$ cat src/rtl/crc_pkg.sv
// Shared CRC-16/XMODEM constants and SPI transmit state encodings.
// START_TOKEN_EN builds add the TOKEN state to the transmitter.
package crc_pkg;

  localparam logic [15:0] CRC16_POLY   = 16'h1021;
  localparam logic [15:0] CRC16_INIT   = 16'h0000;
  localparam logic [7:0]  START_TOKEN  = 8'hFE;
  localparam logic [7:0]  DEFAULT_FILL = 8'hFF;

  typedef enum logic [1:0] {
    IDLE  = 2'd0,
    DATA  = 2'd1,
    CRC   = 2'd2,
    TOKEN = 2'd3
  } tx_state_e;

endpackage

$ cat src/rtl/crc16_serial_step.sv
// One-bit CRC-16 update, MSB-first, no reflection.
// Also used by the mosi-side checker.
module crc16_serial_step
  import crc_pkg::*;
(
  input  logic [15:0] crc_in,
  input  logic        bit_in,
  output logic [15:0] crc_out
);

  assign crc_out = {crc_in[14:0], 1'b0}
                 ^ ((crc_in[15] ^ bit_in) ? CRC16_POLY : 16'h0000);

endmodule

$ cat src/rtl/spi_crc_tx.sv
// SPI responder transmitter: MSB-first bytes on miso plus CRC-16/XMODEM.
// Optional macro START_TOKEN_EN prefixes each block with token 0xFE.
module spi_crc_tx
  import crc_pkg::*;
#(
  parameter logic [15:0] CRC_INIT  = CRC16_INIT,
  parameter logic [7:0]  FILL_BYTE = DEFAULT_FILL
) (
  input  logic        spi_clk,
  input  logic        reset,
  input  logic        en,
  input  logic [7:0]  tx_data,
  input  logic        tx_valid,
  input  logic        tx_last,
  output logic        tx_ready,
  output logic        miso,
  output logic        busy,
  output logic        done,
  output logic        underrun,
  output logic [15:0] crc16
);

  tx_state_e   state_q, state_d;
  logic [7:0]  sh_q, sh_d;
  logic [3:0]  cnt_q, cnt_d;
  logic        last_q, last_d;
  logic [15:0] crc_q, crc_d;
  logic [15:0] crs_q, crs_d;
  logic        miso_q, miso_d;
  logic        busy_q, busy_d;
  logic        done_q, done_d;
  logic        urun_q, urun_d;
  logic [15:0] crc16_q, crc16_d;
`ifdef START_TOKEN_EN
  logic [7:0]  hold_q, hold_d;
`endif

  logic [7:0]  ld_byte;
  logic        step_bit;
  logic [15:0] step_crc;
  logic [15:0] crc_nxt;
  logic        accept;

  assign tx_ready = en & ((state_q == IDLE)
                  | ((state_q == DATA) & (cnt_q == 4'd0) & ~last_q));
  assign accept   = tx_ready & tx_valid;

  assign miso     = miso_q;
  assign busy     = busy_q;
  assign done     = done_q;
  assign underrun = urun_q;
  assign crc16    = crc16_q;

  // Bit entering the CRC: top of a freshly loaded byte, else next shifted bit
  always_comb begin
    ld_byte = tx_valid ? tx_data : FILL_BYTE;
`ifdef START_TOKEN_EN
    if (state_q == TOKEN) ld_byte = hold_q;
`endif
    step_bit = sh_q[7];
    if (state_q == IDLE || cnt_q == 4'd0) step_bit = ld_byte[7];
    step_crc = (state_q == IDLE) ? CRC_INIT : crc_q;
  end

  crc16_serial_step u_step (
    .crc_in  (step_crc),
    .bit_in  (step_bit),
    .crc_out (crc_nxt)
  );

  always_comb begin
    state_d = state_q;
    sh_d    = sh_q;
    cnt_d   = cnt_q;
    last_d  = last_q;
    crc_d   = crc_q;
    crs_d   = crs_q;
    miso_d  = miso_q;
    busy_d  = busy_q;
    done_d  = 1'b0;
    urun_d  = urun_q;
    crc16_d = crc16_q;
`ifdef START_TOKEN_EN
    hold_d  = hold_q;
`endif
    unique case (state_q)
      IDLE: begin
        if (accept) begin
          busy_d = 1'b1;
          urun_d = 1'b0;
          last_d = tx_last;
          cnt_d  = 4'd7;
`ifdef START_TOKEN_EN
          hold_d  = tx_data;
          sh_d    = {START_TOKEN[6:0], 1'b0};
          miso_d  = START_TOKEN[7];
          crc_d   = CRC_INIT;
          state_d = TOKEN;
`else
          sh_d    = {tx_data[6:0], 1'b0};
          miso_d  = tx_data[7];
          crc_d   = crc_nxt;
          state_d = DATA;
`endif
        end
      end
`ifdef START_TOKEN_EN
      TOKEN: begin
        if (cnt_q == 4'd0) begin
          sh_d    = {hold_q[6:0], 1'b0};
          miso_d  = hold_q[7];
          crc_d   = crc_nxt;
          cnt_d   = 4'd7;
          state_d = DATA;
        end else begin
          sh_d   = {sh_q[6:0], 1'b0};
          miso_d = sh_q[7];
          cnt_d  = cnt_q - 4'd1;
        end
      end
`endif
      DATA: begin
        if (cnt_q != 4'd0) begin
          sh_d   = {sh_q[6:0], 1'b0};
          miso_d = sh_q[7];
          crc_d  = crc_nxt;
          cnt_d  = cnt_q - 4'd1;
        end else if (last_q) begin
          crc16_d = crc_q;
          miso_d  = crc_q[15];
          crs_d   = {crc_q[14:0], 1'b0};
          cnt_d   = 4'd15;
          state_d = CRC;
        end else begin
          // Fill bytes never end a block, whatever tx_last says
          sh_d   = {ld_byte[6:0], 1'b0};
          miso_d = ld_byte[7];
          crc_d  = crc_nxt;
          cnt_d  = 4'd7;
          last_d = tx_valid & tx_last;
          if (!tx_valid) urun_d = 1'b1;
        end
      end
      CRC: begin
        if (cnt_q != 4'd0) begin
          miso_d = crs_q[15];
          crs_d  = {crs_q[14:0], 1'b0};
          cnt_d  = cnt_q - 4'd1;
        end else begin
          miso_d  = 1'b1;
          busy_d  = 1'b0;
          done_d  = 1'b1;
          state_d = IDLE;
        end
      end
      default: state_d = IDLE;
    endcase
  end

  always_ff @(posedge spi_clk) begin
    if (reset)   state_q <= IDLE;
    else if (en) state_q <= state_d;
  end

  always_ff @(posedge spi_clk) begin
    if (reset) begin
      sh_q    <= 8'h00;
      cnt_q   <= 4'd0;
      last_q  <= 1'b0;
      crc_q   <= CRC_INIT;
      crs_q   <= 16'h0000;
      miso_q  <= 1'b1;
      busy_q  <= 1'b0;
      done_q  <= 1'b0;
      urun_q  <= 1'b0;
      crc16_q <= 16'h0000;
`ifdef START_TOKEN_EN
      hold_q  <= 8'h00;
`endif
    end else if (en) begin
      sh_q    <= sh_d;
      cnt_q   <= cnt_d;
      last_q  <= last_d;
      crc_q   <= crc_d;
      crs_q   <= crs_d;
      miso_q  <= miso_d;
      busy_q  <= busy_d;
      done_q  <= done_d;
      urun_q  <= urun_d;
      crc16_q <= crc16_d;
`ifdef START_TOKEN_EN
      hold_q  <= hold_d;
`endif
    end
  end

endmodule
$ cat config.mk
export PLATFORM = sky130hd
export DESIGN_NAME = spi_crc_tx
export DESIGN_NICKNAME = d
export VERILOG_FILES = /design/src/rtl/crc_pkg.sv /design/src/rtl/crc16_serial_step.sv /design/src/rtl/spi_crc_tx.sv
export SDC_FILE = /design/constraint.sdc
export NUM_CORES = 1
export LEC_CHECK = 0
export CORE_MARGIN = 4
export CORE_UTILIZATION = 55
export DETAILED_ROUTE_END_ITERATION = 7
export PLACE_DENSITY = 0.83
export REMOVE_ABC_BUFFERS = 1
export SLEW_MARGIN = 20
export SYNTH_ARGS = -nofsm -noshare
export SYNTH_HDL_FRONTEND = slang
export SYNTH_SLANG_ARGS = --single-unit
$ cat constraint.sdc
create_clock -name spi_clk -period 2.4 [get_ports spi_clk]
set_input_delay 0.24 -clock spi_clk [delete_from_list [all_inputs] [get_ports spi_clk]]
set_output_delay 0.24 -clock spi_clk [all_outputs]
set_load 0.02 [all_outputs]
---- Yosys cells after proc, flatten, opt, wreduce, memory -nomap -nowiden ----
Index checks and enable logic that the tools add are counted.
word-level totals
  input bits .............................. 13
  memories ................................ 0
  memory bits (read-only) ................. 0
  bits in writable memories ............... 0
  output and inout port bits .............. 21
  word-level logic and storage cells ...... 94
  latch bits .............................. 0
  register bits after elaboration ......... 67
operators by class
  divide/modulo/power cells ............... 0
  $lt $le $gt $ge ......................... 0
  add/sub/neg operators ................... 1
  bitwise operators ....................... 10
  reduce and logical (&&, ||, !) cells .... 17
  multiply operators ...................... 0
  shift-type cells ........................ 0
  equal/unequal tests ..................... 10
  muxes and demuxes ....................... 45
operators with widths
  kind                                               number
  two-way mux 16 bit                                 7
  one-hot mux 16 bit (2 select lines)                2
  two-way mux 8 bit                                  4
  AND reduction 4 bit                                5
  two-way mux 1 bit                                  16
  two-way mux 4 bit                                  4
  one-hot mux 8 bit (2 select lines)                 1
  bitwise XOR 16 bit                                 1
  != test 2 bit (second input constant)              7
  two-way mux 13 bit                                 1
  one-hot mux 4 bit (3 select lines)                 1
  AND reduction 5 bit                                2
  two-way mux 2 bit                                  4
  one-hot mux 1 bit (2 select lines)                 3
  one-hot mux 2 bit (3 select lines)                 1
  AND reduction 6 bit                                1
  nonzero test 2 bit                                 3
  AND 1 bit                                          5
  logical NOT 4 bit                                  1
  nonzero test 4 bit                                 1
  subtractor 4 x 1 -> 4 bit (second input constant)  1
  != test 3 x 2 -> 1 bit (second input constant)     1
  one-hot mux 1 bit (3 select lines)                 1
  AND reduction 3 bit                                1
  8 further kinds                                    9

---- Depth between registers and ports, before layout ----
  word-level depth ........................ 9
  gate-level depth with buffers ........... 9
  gate-level depth less buffers ........... 7

---- Modules after synthesis ----
From an unflattened synthesis, not the netlist that was laid out.
second synthesis, totals
  cells, all modules ...................... 392
  area total of the unflattened synthesis .. 3271.9 um^2
by module, submodules not included
  module             instances  area each (um^2)  sequential area each (um^2)  cells each
  spi_crc_tx         1          3118.0            1301.2                       376
  crc16_serial_step  1          153.9             0.0                          16

---- Worst setup path after synthesis ----
OpenSTA, ideal clock, no wires.
  path type ............................... reg-to-output
  from .................................... reg cnt_q[0]
  to ...................................... out tx_ready
  data required time ...................... 2.160 ns
  path buffers ............................ 1
  stages on the path, launching flop included .. 8
  slack ................................... 0.568 ns
  data arrival time ....................... 1.592 ns
  path through ............................ dfxtp_1 > inv_1 > ha_1 > or3b_2 > buf_2 > nor2_1 > a21oi_1 > nor2b_1
between the ends
  longest elaborated chain between the ends .. 5
RTL lines
  item                    RTL line           source
  start, declared         spi_crc_tx.sv:25   logic [3:0] cnt_q, cnt_d;
  start signal, assigned  spi_crc_tx.sv:182  cnt_q <= cnt_d;
  logical NOT 4 bit       spi_crc_tx.sv:45   | ((state_q == DATA) & (cnt_q == 4'd0) & ~last_q));
  AND 1 bit (2 in a row)  spi_crc_tx.sv:45
  bitwise OR 1 bit        spi_crc_tx.sv:45
  AND 1 bit               spi_crc_tx.sv:44   assign tx_ready = en & ((state_q == IDLE)
  end, declared           spi_crc_tx.sv:15   output logic tx_ready,
No other way between the ends.

---- Worst setup path in the final report ----
Same ends and word-level chain as after synthesis.

==> impl_metrics.tcl <==
set metrics [dict create \
    outcome "complete, no violations" \
    hpwlAfterDp_um 4380 \
    clockBufferDepth 2 \
    period_needed_ns 2.24 \
    synthCells 355 \
    insertedDiodeCount 0 \
    gp_congestion 0.834 \
    h-tree-depth 3 \
    clock_latency_ns 0.35 \
    syn_avg_cell_area_um2 8.36 \
    wl_per_cell_um 14.2 \
    fillers 429 \
    maxCapViolations 0 \
    synth_top_area_cell "dfxtp_1" \
    cts_tree "yes" \
    end_kind "output port" \
    finalSetupViolations 0 \
    final_nets 405 \
    relSlewSlack_pct 60.6 \
    layout.cells.non_filler 458 \
    power_w 0.00238 \
    synth_warnings 0 \
    track_usage_pct 21.6 \
    drc_errors 0 \
    ys.flop_type "dfxtp_1" \
    core_area_um2 5170 \
    clkSinkCount 65 \
    p_leak_nw 1.23 \
    tightest_slew_ns 0.590 \
    worst-endpoint-arrival_ns 2.00 \
    irDropWorstVdd_mv 0.465 \
    finalClockSkew_ns 0.00754 \
    rsz0062_at_grt "no" \
    grt_max_degree 59 \
    crit_fanout 4 \
    grt_overflow 0 \
    syn_to_final_growth_pct 18.1 \
    viasPerCell 5.57 \
    antenna_found_initial 0 \
    die_y_um 81.4 \
    synth_top_cell_area_share_pct 43.9 \
    worst_ep_required_time_ns 2.16 \
    drt_pass1_iterations 4 \
    postCtsSetupRepairBufs 0 \
    layout-drive-gt1-share_pct 9.54 \
    netlist_top_cells_area "dfxtp_1 (44%), a21oi_1 (8.3%), nand2_1 (7.8%)" \
    period_share_pct 93.2 \
    power_density_nw_per_um2 679 \
    place_area_um2 3330 \
    stdcell_area_um2 3500 \
    synth-async-reset-ratio_pct 0 \
    io_pins 34 \
    clockRootBuffer "clkbuf_8" \
    drv_slew 0 \
    drt-initial-drc-count 204 \
    dp.cells 443 \
    synth_area_um2 2970 \
    placement_rows 26 \
    grt_pass1_wl_um 11000 \
    synth.distinct_cells 44 \
    yosysSeqAreaShare_pct 43.9 \
    antenna_left 0 \
    cts_hold_buf 0 \
    start_util_pct 57.4 \
    clk_pin_slew_worst_paths_ns 0.07 \
    fin_setup_tns_ns 0 \
    die_w_um 81.4 \
    first_global_vias 2424 \
    cp-start-kind "register" \
    max_freq_mhz 447 \
    numCtsBuffers 9 \
    path_class "register to output port" \
    synth_common_cells "dfxtp_1 (65), nand2_1 (62), a21oi_1 (49), nor2_1 (24), nand3_1 (21)" \
    hold_viol 0 \
    synth-seq-cells 65 \
    dieArea_um2 6630 \
    hold_class "input pin to register" \
    io_buffer_count 33 \
    synth_edf_count 0 \
    yosysMostFrequentCell "dfxtp_1" \
    via_count 2549 \
    routed_wl_um 6520 \
]
[per-stage QoR]
step                      utilization [%]  hold slack [ns]  setup WS (ns)
after floorplan                         -            0.309         -0.251
after global placement               64.4            0.442          0.257
after detailed placement             64.4            0.447          0.149
after CTS                            67.7            0.388          0.112
after global routing                 67.8            0.413        0.00819
final                                67.8            0.385          0.163
[final cells by class]
type / count / area (um2) / area share [%]
clock inverter: 5 / 32.5 / 0.928
multi-input combinational: 252 / 1490 / 42.4
tap: 70 / 87.6 / 2.50
inverter: 10 / 37.5 / 1.07
sequential: 65 / 1300 / 37.1
timing repair buffer: 46 / 423 / 12.1
clock buffer: 10 / 138 / 3.93
[what timing repair did]
item                                    CTS  global route
endpoints found under the setup margin    1            15
pin swaps                                 0             0
gates resized for setup                   1             2
cloned                                    0             0
[report_power, final]
part / switching (W) / internal, W / total [W]
clock: 0.000412 / 0.000392 / 0.000804
combinational: 0.000237 / 0.000165 / 0.000402
sequential: 0.0000402 / 0.00113 / 0.00117
[flip-flops by register name (all words and copies together) (netlist names)]
signal    count
crc_q        16
last_q        1
state_q       2
done          1
crc16        16
busy          1
crs_q        15
cnt_q         4
underrun      1
miso          1
sh_q          7
[critical path, cell delays in order (launching register included)]
cell             delay [ns]
dfxtp_1                0.33
inv_1                  0.08
ha_1                   0.18
or3b_2                 0.46
nor2_1                 0.10
a21oi_1                0.07
nor2b_1                0.12
clkdlybuf4s15_1        0.31
[logic make-up (layout without fill, tap and decap cells)]
| logic type | count (synthesis) | after routing | synth area share [%] |
|---|---|---|---|
| compound gates | 99 | 99 | 21.1 |
| xor+xnor | 2 | 2 | 0.591 |
| fa+ha+maj | 8 | 8 | 3.37 |
| buf+inv | 38 | 71 | 6.12 |
| flops | 65 | 65 | 43.9 |
| mux | 20 | 20 | 6.79 |
| simple gates | 123 | 123 | 18.1 |
[layout by cell type, fill, tap and decap left out, types with 2 or more instances in the layout]
master,count
inv_1,9
clkinvlp_4,3
a211oi_1,14
clkdlybuf4s50_1,31
nand3_1,21
nor2b_1,2
nand2b_1,3
dfxtp_1,65
buf_4,13
o21ai_0,12
clkbuf_8,10
o221ai_1,6
and3_1,3
a21oi_1,49
mux2i_1,19
clkinv_2,2
nor2_1,24
ha_1,8
o211a_1,3
xnor2_1,2
nand2_1,62
[worst paths after layout]
kind	start	to	slack, ns	cells past startpoint
setup / recovery	cnt_q[0]	tx_ready	0.16	7
hold / removal	reset	crc_q[5]	0.39	4
setup reg to reg	cnt_q[0]	crs_q[9]	0.30	8
hold reg to reg	crc16[9]	crc16[9]	0.45	2
[per-layer routing]
layer | vias up | global-route usage [%] | routed length, um
met2 | 53 | 35.4 | 3200
met5 | - | 0 | 0
li1 | 1298 | - | -
met4 | 0 | 12.2 | 140
met1 | 1183 | 26.2 | 2840
met3 | 15 | 4.50 | 335
Note: power is estimated with default switching activity, not from simulation.
